File: config.mk
export PLATFORM = sky130hd
export DESIGN_NAME = rtc_burst_rw
export DESIGN_NICKNAME = d
export VERILOG_FILES = /design/src/rtl/rtc_burst_rw.sv
export SDC_FILE = /design/constraint.sdc
export NUM_CORES = 1
export LEC_CHECK = 0
export ABC_AREA = 1
export BUFFER_PORTS_ARGS = -buffer_cell sky130_fd_sc_hd__buf_2
export CAP_MARGIN = 15
export CORE_ASPECT_RATIO = 0.7
export CORE_MARGIN = 8
export CORE_UTILIZATION = 45
export DETAILED_ROUTE_END_ITERATION = 8
export GPL_TIMING_DRIVEN = 0
export PLACE_DENSITY = 0.72
export RECOVER_POWER = 100
export REMOVE_ABC_BUFFERS = 1
export SYNTH_ARGS = -nofsm -noshare
export SYNTH_HDL_FRONTEND = slang
export SYNTH_SLANG_ARGS = --single-unit
File: constraint.sdc
create_clock -name clk -period 5.4 [get_ports clk]
set_input_delay 0.54 -clock clk [delete_from_list [all_inputs] [get_ports clk]]
set_output_delay 0.54 -clock clk [all_outputs]
set_load 0.02 [all_outputs]
File: src/rtl/rtc_burst_rw.sv
// Burst engine for a multiplexed address/data RTC bus: one start runs NUM_REGS
// register transactions at incrementing addresses, reading into or writing from a flat bank.
module rtc_burst_rw #(
    parameter int                ADDR_W    = 8,
    parameter int                DATA_W    = 8,
    parameter int                NUM_REGS  = 9,
    parameter logic [ADDR_W-1:0] BASE_ADDR = 8'h21,
    parameter int                T_PHASE   = 8
) (
    input  logic                         clk,
    input  logic                         reset,
    input  logic                         start,
    input  logic                         mode,
    input  logic                         abort,
    input  logic [NUM_REGS*DATA_W-1:0]   wr_data,
    output logic [NUM_REGS*DATA_W-1:0]   rd_data,
    input  logic [DATA_W-1:0]            ad_in,
    output logic [DATA_W-1:0]            ad_out,
    output logic                         ad_oe,
    output logic                         cs_n,
    output logic                         rd_n,
    output logic                         wr_n,
    output logic                         a_d,
    output logic                         busy,
    output logic                         done,
    output logic                         aborted
);

    localparam int IDX_W = (NUM_REGS > 1) ? $clog2(NUM_REGS) : 1;
    localparam int CNT_W = (T_PHASE > 1) ? $clog2(T_PHASE) : 1;
    localparam logic [IDX_W-1:0] LAST_IDX = IDX_W'(NUM_REGS - 1);
    localparam logic [CNT_W-1:0] LAST_CNT = CNT_W'(T_PHASE - 1);

    // Bus phases are numbered consecutively so the successor of A_SET..D_HLD is state+1.
    localparam logic [3:0] S_IDLE        = 4'd0;
    localparam logic [3:0] S_A_SET       = 4'd1;
    localparam logic [3:0] S_A_STB       = 4'd2;
    localparam logic [3:0] S_A_HLD       = 4'd3;
    localparam logic [3:0] S_GAP         = 4'd4;
    localparam logic [3:0] S_D_SET       = 4'd5;
    localparam logic [3:0] S_D_STB       = 4'd6;
    localparam logic [3:0] S_D_HLD       = 4'd7;
    localparam logic [3:0] S_RECOV       = 4'd8;
    localparam logic [3:0] S_DONE        = 4'd9;
    localparam logic [3:0] S_ABORT_RECOV = 4'd10;
    localparam logic [3:0] S_ABORT       = 4'd11;

    logic [3:0]                 r_state;
    logic [CNT_W-1:0]           r_cnt;
    logic [IDX_W-1:0]           r_idx;
    logic                       r_mode;
    logic [NUM_REGS*DATA_W-1:0] r_wsnap;
    logic [NUM_REGS*DATA_W-1:0] r_rd_data;
    logic [DATA_W-1:0]          r_ad_out;
    logic                       r_ad_oe, r_cs_n, r_rd_n, r_wr_n, r_a_d;
    logic                       r_busy, r_done, r_aborted;

    logic [3:0]                 w_state_nxt;
    logic [CNT_W-1:0]           w_cnt_nxt;
    logic [IDX_W-1:0]           w_idx_nxt;
    logic                       w_mode_nxt;
    logic                       w_last;
    logic                       w_capture;
    logic [ADDR_W-1:0]          w_addr;
    logic [DATA_W-1:0]          w_wslot;
    logic [DATA_W-1:0]          w_ad_out_nxt;
    logic                       w_ad_oe_nxt, w_cs_n_nxt, w_rd_n_nxt, w_wr_n_nxt, w_a_d_nxt;

    assign w_last     = (r_cnt == LAST_CNT);
    assign w_mode_nxt = (r_state == S_IDLE && start) ? mode : r_mode;
    assign w_capture  = (r_state == S_D_STB) && w_last && !r_mode && !abort;

    always_comb begin
        w_state_nxt = r_state;
        w_cnt_nxt   = r_cnt;
        w_idx_nxt   = r_idx;
        case (r_state)
            S_IDLE: begin
                if (start) begin
                    w_state_nxt = S_A_SET;
                    w_cnt_nxt   = '0;
                    w_idx_nxt   = '0;
                end
            end
            S_A_SET, S_A_STB, S_A_HLD, S_GAP, S_D_SET, S_D_STB, S_D_HLD, S_RECOV: begin
                if (abort) begin
                    w_state_nxt = S_ABORT_RECOV;
                    w_cnt_nxt   = '0;
                end else if (w_last) begin
                    w_cnt_nxt = '0;
                    if (r_state != S_RECOV) begin
                        w_state_nxt = r_state + 4'd1;
                    end else if (r_idx != LAST_IDX) begin
                        w_state_nxt = S_A_SET;
                        w_idx_nxt   = r_idx + 1'b1;
                    end else begin
                        w_state_nxt = S_DONE;
                    end
                end else begin
                    w_cnt_nxt = r_cnt + 1'b1;
                end
            end
            S_ABORT_RECOV: begin
                if (w_last) begin
                    w_state_nxt = S_ABORT;
                    w_cnt_nxt   = '0;
                end else begin
                    w_cnt_nxt = r_cnt + 1'b1;
                end
            end
            default: begin
                w_state_nxt = S_IDLE;
                w_cnt_nxt   = '0;
            end
        endcase
    end

    // Bus drive values are decoded from the next state so every pad output comes straight from a flop.
    always_comb begin
        w_addr  = BASE_ADDR + ADDR_W'(w_idx_nxt);
        w_wslot = '0;
        for (int i = 0; i < NUM_REGS; i++) begin
            if (w_idx_nxt == IDX_W'(i)) w_wslot = r_wsnap[i*DATA_W +: DATA_W];
        end
        w_cs_n_nxt   = 1'b1;
        w_rd_n_nxt   = 1'b1;
        w_wr_n_nxt   = 1'b1;
        w_a_d_nxt    = 1'b1;
        w_ad_oe_nxt  = 1'b0;
        w_ad_out_nxt = '0;
        case (w_state_nxt)
            S_A_SET, S_A_STB, S_A_HLD: begin
                w_cs_n_nxt   = 1'b0;
                w_a_d_nxt    = 1'b0;
                w_ad_oe_nxt  = 1'b1;
                w_ad_out_nxt = DATA_W'(w_addr);
                w_wr_n_nxt   = (w_state_nxt != S_A_STB);
            end
            S_D_SET, S_D_STB, S_D_HLD: begin
                w_cs_n_nxt = 1'b0;
                if (w_mode_nxt) begin
                    w_ad_oe_nxt  = 1'b1;
                    w_ad_out_nxt = w_wslot;
                    w_wr_n_nxt   = (w_state_nxt != S_D_STB);
                end else begin
                    w_rd_n_nxt = (w_state_nxt != S_D_STB);
                end
            end
            default: ;
        endcase
    end

    always_ff @(posedge clk or posedge reset) begin
        if (reset) begin
            r_state   <= S_IDLE;
            r_cnt     <= '0;
            r_idx     <= '0;
            r_mode    <= 1'b0;
            r_rd_data <= '0;
            r_ad_out  <= '0;
            r_ad_oe   <= 1'b0;
            r_cs_n    <= 1'b1;
            r_rd_n    <= 1'b1;
            r_wr_n    <= 1'b1;
            r_a_d     <= 1'b1;
            r_busy    <= 1'b0;
            r_done    <= 1'b0;
            r_aborted <= 1'b0;
        end else begin
            r_state   <= w_state_nxt;
            r_cnt     <= w_cnt_nxt;
            r_idx     <= w_idx_nxt;
            r_mode    <= w_mode_nxt;
            r_ad_out  <= w_ad_out_nxt;
            r_ad_oe   <= w_ad_oe_nxt;
            r_cs_n    <= w_cs_n_nxt;
            r_rd_n    <= w_rd_n_nxt;
            r_wr_n    <= w_wr_n_nxt;
            r_a_d     <= w_a_d_nxt;
            r_busy    <= (w_state_nxt != S_IDLE);
            r_done    <= (w_state_nxt == S_DONE);
            r_aborted <= (w_state_nxt == S_ABORT);
            for (int i = 0; i < NUM_REGS; i++) begin
                if (w_capture && r_idx == IDX_W'(i)) r_rd_data[i*DATA_W +: DATA_W] <= ad_in;
            end
        end
    end

    // Write data snapshot: only meaningful once a burst has started, so it carries no reset.
    always_ff @(posedge clk) begin
        if (r_state == S_IDLE && start) r_wsnap <= wr_data;
    end

    assign rd_data = r_rd_data;
    assign ad_out  = r_ad_out;
    assign ad_oe   = r_ad_oe;
    assign cs_n    = r_cs_n;
    assign rd_n    = r_rd_n;
    assign wr_n    = r_wr_n;
    assign a_d     = r_a_d;
    assign busy    = r_busy;
    assign done    = r_done;
    assign aborted = r_aborted;

endmodule

After elaboration in Yosys (flattened, before gate mapping)
Cells that the tools add are included.
- flip-flop bits (word level): 172
- bits in latches: 0
- memory bits (writable): 0
- ROM bits: 0
- input bits: 85
- output and inout bits: 88
- word-level logic and storage cells: 126
- memories: 0
- $add $sub $neg: 4
- $mul: 0
- div/mod/pow operators: 0
- $lt $le $gt $ge: 0
- equal/unequal tests: 39
- shift operators: 0
- multiplexer cells: 37
- bitwise operators: 0
- reduce and logical (&&, ||, !) cells: 23
- operators by type and width (operator ; number):
    2-to-1 mux 8 bit ; 10
    == test 4 x 3 -> 1 bit, second input constant ; 15
    2-to-1 mux 4 bit ; 11
    == test 4 x 2 -> 1 bit, second input constant ; 8
    == test 4 bit, second input constant ; 6
    == test 4 x 1 -> 1 bit, second input constant ; 4
    one-hot mux 8 bit (2 select lines) ; 1
    logical AND 1 bit ; 13
    logical NOT 4 bit ; 3
    one-hot mux 4 bit (3 select lines) ; 1
    2-to-1 mux 3 bit ; 3
    one-hot mux 3 bit (3 select lines) ; 1
    adder 4 x 1 -> 4 bit, second input constant ; 2
    inequality test 4 bit, second input constant ; 2
    one-hot mux 4 bit (2 select lines) ; 1
    OR reduction 8 bit ; 1
    adder 6 x 4 -> 7 bit, first input constant ; 1
    2-to-1 mux 1 bit ; 7
    OR reduction 3 bit ; 2
    OR reduction 6 bit ; 1
    inequality test 4 x 2 -> 1 bit, second input constant ; 1
    inequality test 4 x 3 -> 1 bit, second input constant ; 1
    one-hot mux 1 bit (2 select lines) ; 2
    nonzero test 4 bit ; 1
    other kinds (4) ; 5

Logic depth before layout (Yosys ltp)
Gate-level depths: netlist of run 1.
- depth after elaboration: 18
- depth in mapped cells: 23
- gate-level depth less buffers: 23

Least setup slack after synthesis of run 1
No wires, ideal clock.
- path type: flip-flop to flip-flop
- from: register r_state[0]
- to: register r_ad_out[4] (netlist: ad_out[4])
- setup time: 66 ps
- arrival time: 5008 ps
- data required time: 5334 ps
- path slack: 326 ps
- stages on the path, launching flop included: 12
- buffers on the path: 0
- clock period less this slack: 5074 ps
- cells stage by stage: dfrtp_1 -> inv_1 -> ha_1 -> nand2_1 -> nor2_1 -> or2_2 -> o21ai_0 -> nor3_4 -> o21ai_0 -> inv_1 -> nand2_1 -> nand2_1
- cells in the longest elaborated chain, start to end: 17
- elaborated cells on any way between the ends: 54
- those cells by class: 2 x add/sub; 24 x eq/ne; 22 x mux; 6 x reduce/logical
- ends and longest elaborated chain (what ; RTL line ; source):
    start: declaration ; 48 ; logic [3:0] r_state;
    start signal: assignment ; 170 ; r_state <= w_state_nxt;
    inequality test 4 bit ; 91 ; if (r_state != S_RECOV) begin
    2-to-1 mux 4 bit ; 91 ;
    2-to-1 mux 4 bit ; 89 ; end else if (w_last) begin
    2-to-1 mux 4 bit ; 86 ; if (abort) begin
    one-hot mux 4 bit (2 select lines) ; 77 ; case (r_state)
    logical NOT 4 bit ; 123 ; if (w_idx_nxt == IDX_W'(i)) w_wslot = r_wsnap[i*DATA_W +: DATA_W];
    2-to-1 mux 8 bit (9 in a row) ; 123 ;
    2-to-1 mux 8 bit ; 141 ; if (w_mode_nxt) begin
    one-hot mux 8 bit (2 select lines) (*) ; 131 ; case (w_state_nxt)
    named net w_ad_out_nxt[4] ; 66 ; logic [DATA_W-1:0] w_ad_out_nxt;
    end signal: assignment ; 174 ; r_ad_out <= w_ad_out_nxt;
    end: declaration ; 54 ; logic [DATA_W-1:0] r_ad_out;
The timed path passes the listed nets; every way through them passes the cells marked *.
A chain may end at the register's enable or synchronous reset.

Final worst setup path of run 1
- from: register r_state[0]
- to: register r_ad_out[6] (netlist: ad_out[6])
The elaborated chain is that of the path after synthesis.

==> impl_metrics.tcl, run 1 <==
set metrics [dict create \
    crit_top_cell "o21ai_0" \
    syn_to_final_growth_pct 20.34 \
    fp-row-count 39 \
    crit_type "flop to flop" \
    skew_ns 0.01030 \
    syn_inst 687 \
    grt_pass1_vias 5430 \
    setup_viol_count_final 0 \
    path_max_fanout 26 \
    dieArea_sq_um 20520 \
    antenna_found_initial 0 \
    whs_endpoint "r_wsnap[49]" \
    drt_iter0_markers 487 \
    path_cells "inv_1, ha_1, nand2_1, nor2_1, buf_16, or2_2, o21ai_0, nor3_1, o21ai_0, a21oi_2" \
    numCtsBuffers 17 \
    critPathSlowestCell "nor2_1" \
    startpoint "r_state[0]" \
    antenna_cells 0 \
    fin_crit_sh_pct 80.98 \
    status "complete, but fails checks" \
    fin_ws_ns 1.027 \
    max_stage_delay_ns 1.29 \
    die_h_microns 122.3 \
    ant_nets 0 \
    slew_viol_final 83 \
    cts_hold_buffers 0 \
    critPathRequiredTime_ns 5.75 \
    syn-cell-area_sq_um 7259 \
    grt_max_degree 70 \
    initial_core_util_pct 45.22 \
    vdd_ir_drop_max_mv 0.3127 \
    cts_tree "yes" \
    yosysWarningCount 0 \
    grt_usage_pct 17.80 \
    hold_slack_ns 0.2877 \
    vias 5500 \
    pin_count 173 \
    drv_cap 3 \
    yosys_register_bits 172 \
    syn_avg_cell_area_sq_um 10.57 \
    synthArstFlopShare_pct 58.14 \
    critPathTopFamily "simple AND/OR/NAND/NOR gates" \
    dp_hpwl_mm 13.10 \
    ys.flop_type "dfrtp_1" \
    grt-ovfl-total 0 \
    stdcell_area_sq_um 8736 \
    cts_resized 0 \
    die_w_microns 167.8 \
    final.setup.tns_ns 0 \
    critPathLaunchType "flop" \
    min_path_cells 1 \
    fmax_mhz 228.7 \
    clock_path_buffers 2 \
    clockRootBuffer "clkbuf_16" \
    insertion_delay_ns 0.43 \
    port_buffers 172 \
    synth_cell_types 41 \
    violations "capacitance limit, slew limit" \
    p_leak_nw 3.885 \
    timing.rr.end "ad_out[6]" \
    dp_slack_ns 1.659 \
    powerDensity_nw_per_um2 489.9 \
    drive_gt1_share_pct 15.34 \
    ys_seq_area_share_pct 64.32 \
    gp_congestion 0.9029 \
    worstMarginPinSlew_ns 1.700 \
    max_slew_margin_pct -13.73 \
    post-route-min-period_ns 4.373 \
    worstPathArrival_ns 4.72 \
    vias_per_cell 5.069 \
    hp-start "wr_data[49]" \
    wl_per_cell_microns 16.59 \
    cts_sinks 172 \
    dpl-instance-area_sq_um 8391 \
    firstDrtPassIters 5 \
    core_area_sq_um 16050 \
    path_buf_inv 2 \
    rsz0062_at_grt "false" \
    clk_pin_slew_ns 0.07 \
    r2r_cells 10 \
    fin_nets 966 \
    synth_edf_count 72 \
    wl_mm 18.00 \
    r2r-start "r_state[0]" \
    htree_levels 4 \
    min_path_type "primary input to flop" \
    cp-end-kind "flop" \
    final_hold_viol_count 0 \
    power_mw 4.280 \
    reg2reg_slack_ns 1.03 \
    drcViolationCount 0 \
    grt_pass1_wl_mm 28.43 \
    post-cts-setup-buffers 0 \
]
power by group:
group          internal (mW)  switching (mW)
Clock                  0.685           0.512
Sequential              1.59          0.0750
Combinational          0.388            1.03
Total                   2.66            1.62
worst max path at each step:
stage,to,slack [ns],cells after the start
after CTS,ad_out[7],1.65,19
after global placement,ad_out[7],-1.18,9
final,ad_out[6],1.03,10
after detailed placement,ad_out[7],1.66,19
after floorplan,ad_out[4],0.33,11
after global routing,ad_out[2],0.64,12
final cells by class:
type | instances | area [sq um]
Clock inverter | 13 | 138.9
Sequential cell | 172 | 4669
Fill cell | 1490 | 7318
Multi-Input combinational cell | 431 | 2170
Inverter | 70 | 270.3
Clock buffer | 19 | 432.9
Tap cell | 205 | 256.5
Timing Repair Buffer | 175 | 798.3
cells in the mapped netlist (4+ instances only):
library cell    n  area, sq um
nand2_1       174        653.1
dfrtp_1        96         2402
o21ai_0        94        470.5
edfxtp_1       72         2162
inv_1          62        232.7
nand3_1        45        225.2
a21oi_1        29        145.1
ha_1           14        175.2
nand4_1        14        87.58
nor2_1         12        45.04
clkbuf_1        9        33.78
nand3b_1        6        45.04
inv_2           5        18.77
nor2_4          5        56.30
dfstp_2         4        105.1
nand2_2         4        25.02
nor2_2          4        25.02
cells in the final DEF, fill, tap and decap left out, types with 5 or more instances in the layout:
cell type  synthesis  layout
a21oi_1           29      30
buf_2              2      75
clkbuf_1           9     100
clkbuf_16          0      17
dfrtp_1           96      96
edfxtp_1          72      72
ha_1              14      14
inv_1             62      61
inv_2              5       5
inv_6              1       5
nand2_1          174     177
nand3_1           45      47
nand3b_1           6       7
nand4_1           14      14
nor2_1            12      14
nor3_1             3       5
o21ai_0           94      94
logic make-up after synthesis:
family          after synthesis  share of synthesized area (%)
xor+xnor                      2                         0.2413
flops                       172                          64.32
compound gates              133                          9.583
buf+inv                      84                          4.688
fa+ha+maj                    14                          2.413
simple gates                282                          18.75
registers in the layout, summed over array words and instances, names as in the netlist, 3 cells and up:
name,flops
r_wsnap,72
r_cnt,3
rd_data,72
ad_out,8
r_idx,4
r_state,4
layer usage:
layer / track usage (%) / routed length [microns]
met1: 24.78 / 8601
met4: 5.503 / 189
met2: 26.59 / 7798
met3: 5.302 / 1411
met5: 0 / 0
worst reg2reg max path, stage by stage, from the launching register on:
cell,delay (ns)
dfrtp_1,0.43
inv_1,0.15
ha_1,0.22
nand2_1,0.15
nor2_1,1.29
buf_16,0.27
or2_2,0.14
o21ai_0,0.14
nor3_1,1.04
o21ai_0,0.30
a21oi_2,0.18
per-stage QoR:
step / std cells / utilization (%)
floorplan: 673 / -
global placement: 1050 / 51.73
detailed placement: 1053 / 52.26
CTS: 1085 / 55.83
global route: 1085 / 54.42
finish: 1085 / 54.42
No activity file was read; power rests on OpenSTA's default activity.
==> inputs of run 2 (changes only) <==
Clock period 5.4 ns to 3.7 ns, I/O delays scaled along.
==> run 2 against run 1 <==
Effect of this change:
- the flow still finishes with violations (capacitance limit, slew limit)
- routed wire length rose by 0.48%
- combinational power grew 49%
- clock skew is 0.00075 ns higher
- cell area rose by 0.32%
- clock power grew 46%
- utilization is 0.17 points higher
- critical path depth increased by 10
- fmax increased by 32%
- global-route usage did not move
- sequential power rose by 46%
- non-clock buffer count grew 1
==> impl_metrics.tcl, run 2 (synthesis gave the netlist of run 1 again) <==
set metrics [dict create \
    p_comb_share_pct 33.7 \
    fin_crit_sh_pct 89.85 \
    insertion_delay_ns 0.43 \
    nFillCells 1483 \
    fin_nets 967 \
    antenna_cells 0 \
    final_hold_viol_count 0 \
    htree_levels 4 \
    critPathLaunchType "flop" \
    syn_to_final_growth_pct 20.72 \
    worstPathArrival_ns 3.68 \
    drcViolationCount 0 \
    powerDensity_nw_per_um2 719.1 \
    grt_max_degree 70 \
    pin_count 173 \
    initial_core_util_pct 45.22 \
    vias 5549 \
    status "complete, but fails checks" \
    post-route-min-period_ns 3.325 \
    drive_gt1_share_pct 16.35 \
    core_area_sq_um 16050 \
    final_cell_mix "173 x nand2_1, 100 x clkbuf_1, 96 x dfrtp_1" \
    switchingPower_mw 2.398 \
    clockRootBuffer "clkbuf_16" \
    vdd_ir_drop_max_mv 0.4648 \
    final_common_cell "nand2_1" \
    numCtsBuffers 17 \
    wl_per_cell_microns 16.65 \
    cp-end-kind "flop" \
    sw_frac_of_total_pct 38.05 \
    gp_congestion 0.9029 \
    intPower_mw 3.904 \
    min_path_type "primary input to flop" \
    skew_ns 0.01105 \
    dp_slack_ns -0.04102 \
    drt_iter0_markers 524 \
    worstMarginPinSlew_ns 1.668 \
    rsz0062_at_grt "false" \
    fmax_mhz 300.8 \
    grt_pass1_wl_mm 28.43 \
    p_seq_share_pct 38.6 \
    firstDrtPassIters 5 \
    die_w_microns 167.8 \
    clock_path_buffers 2 \
    stdcell_area_sq_um 8763 \
    dieArea_sq_um 20520 \
    max_slew_margin_pct -11.18 \
    port_buffers 172 \
    slew_viol_final 101 \
    path_max_fanout 10 \
    cts_tree "yes" \
    grt_usage_pct 17.80 \
    grt_pass1_vias 5430 \
    violations "capacitance limit, slew limit" \
    fp-row-count 39 \
    critPathRequiredTime_ns 4.05 \
    p_leak_nw 3.888 \
    clk_pin_slew_ns 0.06 \
    die_h_microns 122.3 \
    setup_viol_count_final 0 \
    dp_hpwl_mm 13.10 \
    r2r_cells 20 \
    min_path_cells 1 \
    crit_type "flop to flop" \
    clkPwrFrac_pct 27.7 \
    vias_per_cell 5.110 \
    ant_nets 0 \
    antenna_found_initial 0 \
    dpl-instance-area_sq_um 8391 \
    wl_mm 18.09 \
    fin_ws_ns 0.3754 \
    cts_sinks 172 \
    grt-ovfl-total 0 \
    drv_cap 2 \
]
==> run 2: cell types whose count changed in the layout (fill, tap and decap cells not counted), sizes merged <==
cell         previous run  this run
buf                    77        76
clkbuf                117       118
dlygate4sd3             0         1
==> run 2: worst paths after layout <==
check                              endpoint   startpoint  slack [ns]
worst max register to register    ad_out[7]   r_state[0]        0.38
worst min register to register  rd_data[65]  rd_data[65]        0.49
worst min-delay path            r_wsnap[50]  wr_data[50]        0.12
max in group asynchronous       rd_data[46]        reset        0.67
worst max-delay path              ad_out[7]   r_state[0]        0.38
min in group asynchronous              done        reset        0.81
==> run 2: worst max-delay path, stage by stage (launching register included) <==
cell        delay [ns]
dfrtp_1           0.43
inv_1             0.12
ha_1              0.25
nand2_1           0.21
inv_1             0.14
nand2_2           0.14
nand2_1           0.10
inv_1             0.09
o21ai_1           0.14
inv_1             0.12
ha_2              0.28
clkinvlp_4        0.24
nor3_1            0.28
nand2_1           0.08
nand3_1           0.09
nand2_1           0.07
nand3_1           0.06
nand2_1           0.11
nand2_1           0.10
nand2_1           0.07
a21oi_2           0.12
==> run 2: layer usage <==
layer  GRT usage, %  wire length (microns)  up-vias  share of wire [%]
met5              0                      0        -                  0
met4          5.503                    184        0                1.0
met3          5.302                   1465       16                8.1
met2          26.59                   7829      217                 43
met1          24.78                   8608     2634                 48
li1               -                      -     2682                  -
==> run 2: repair_timing <==
item / CTS / global route
endpoints found under the setup margin: 2 / 8
buffers inserted: 0 / 0
endpoints found under the hold margin: 27 / 0
hold buffers: 1 / 0
gates resized for setup: 1 / 6
==> run 2: power groups by stage <==
| stage | clock network (mW) | registers (mW) | logic [mW] |
|---|---|---|---|
| final | 1.75 | 2.43 | 2.12 |
| after global placement | 0 | 2.49 | 2.07 |
| after floorplan | 0 | 2.52 | 1.43 |
| after global routing | 1.86 | 2.46 | 2.38 |
| after CTS | 1.79 | 2.43 | 2.18 |
| after detailed placement | 0 | 2.46 | 2.16 |
==> run 2: final cells by class <==
cell class	instances	area (sq um)	share of cell area, %
multi-input combinational	431	2206	25.17
sequential	172	4669	53.28
clock buffer	19	432.9	4.940
timing repair buffer	176	785.8	8.966
clock inverter	13	138.9	1.585
tap	205	256.5	2.927
inverter	70	274.0	3.127
==> run 2: per-stage QoR <==
stage	util, %	power [mW]	setup TNS (ns)	std cells	hold WS (ns)
floorplan	-	3.955	-65.86	673	0.4689
global placement	51.73	4.560	-219.09	1050	0.4610
detailed placement	52.26	4.615	-0.07000	1053	0.4145
CTS	55.89	6.397	0	1086	0.1010
global route	54.59	6.697	0	1086	0.09951
finish	54.59	6.302	0	1086	0.1156
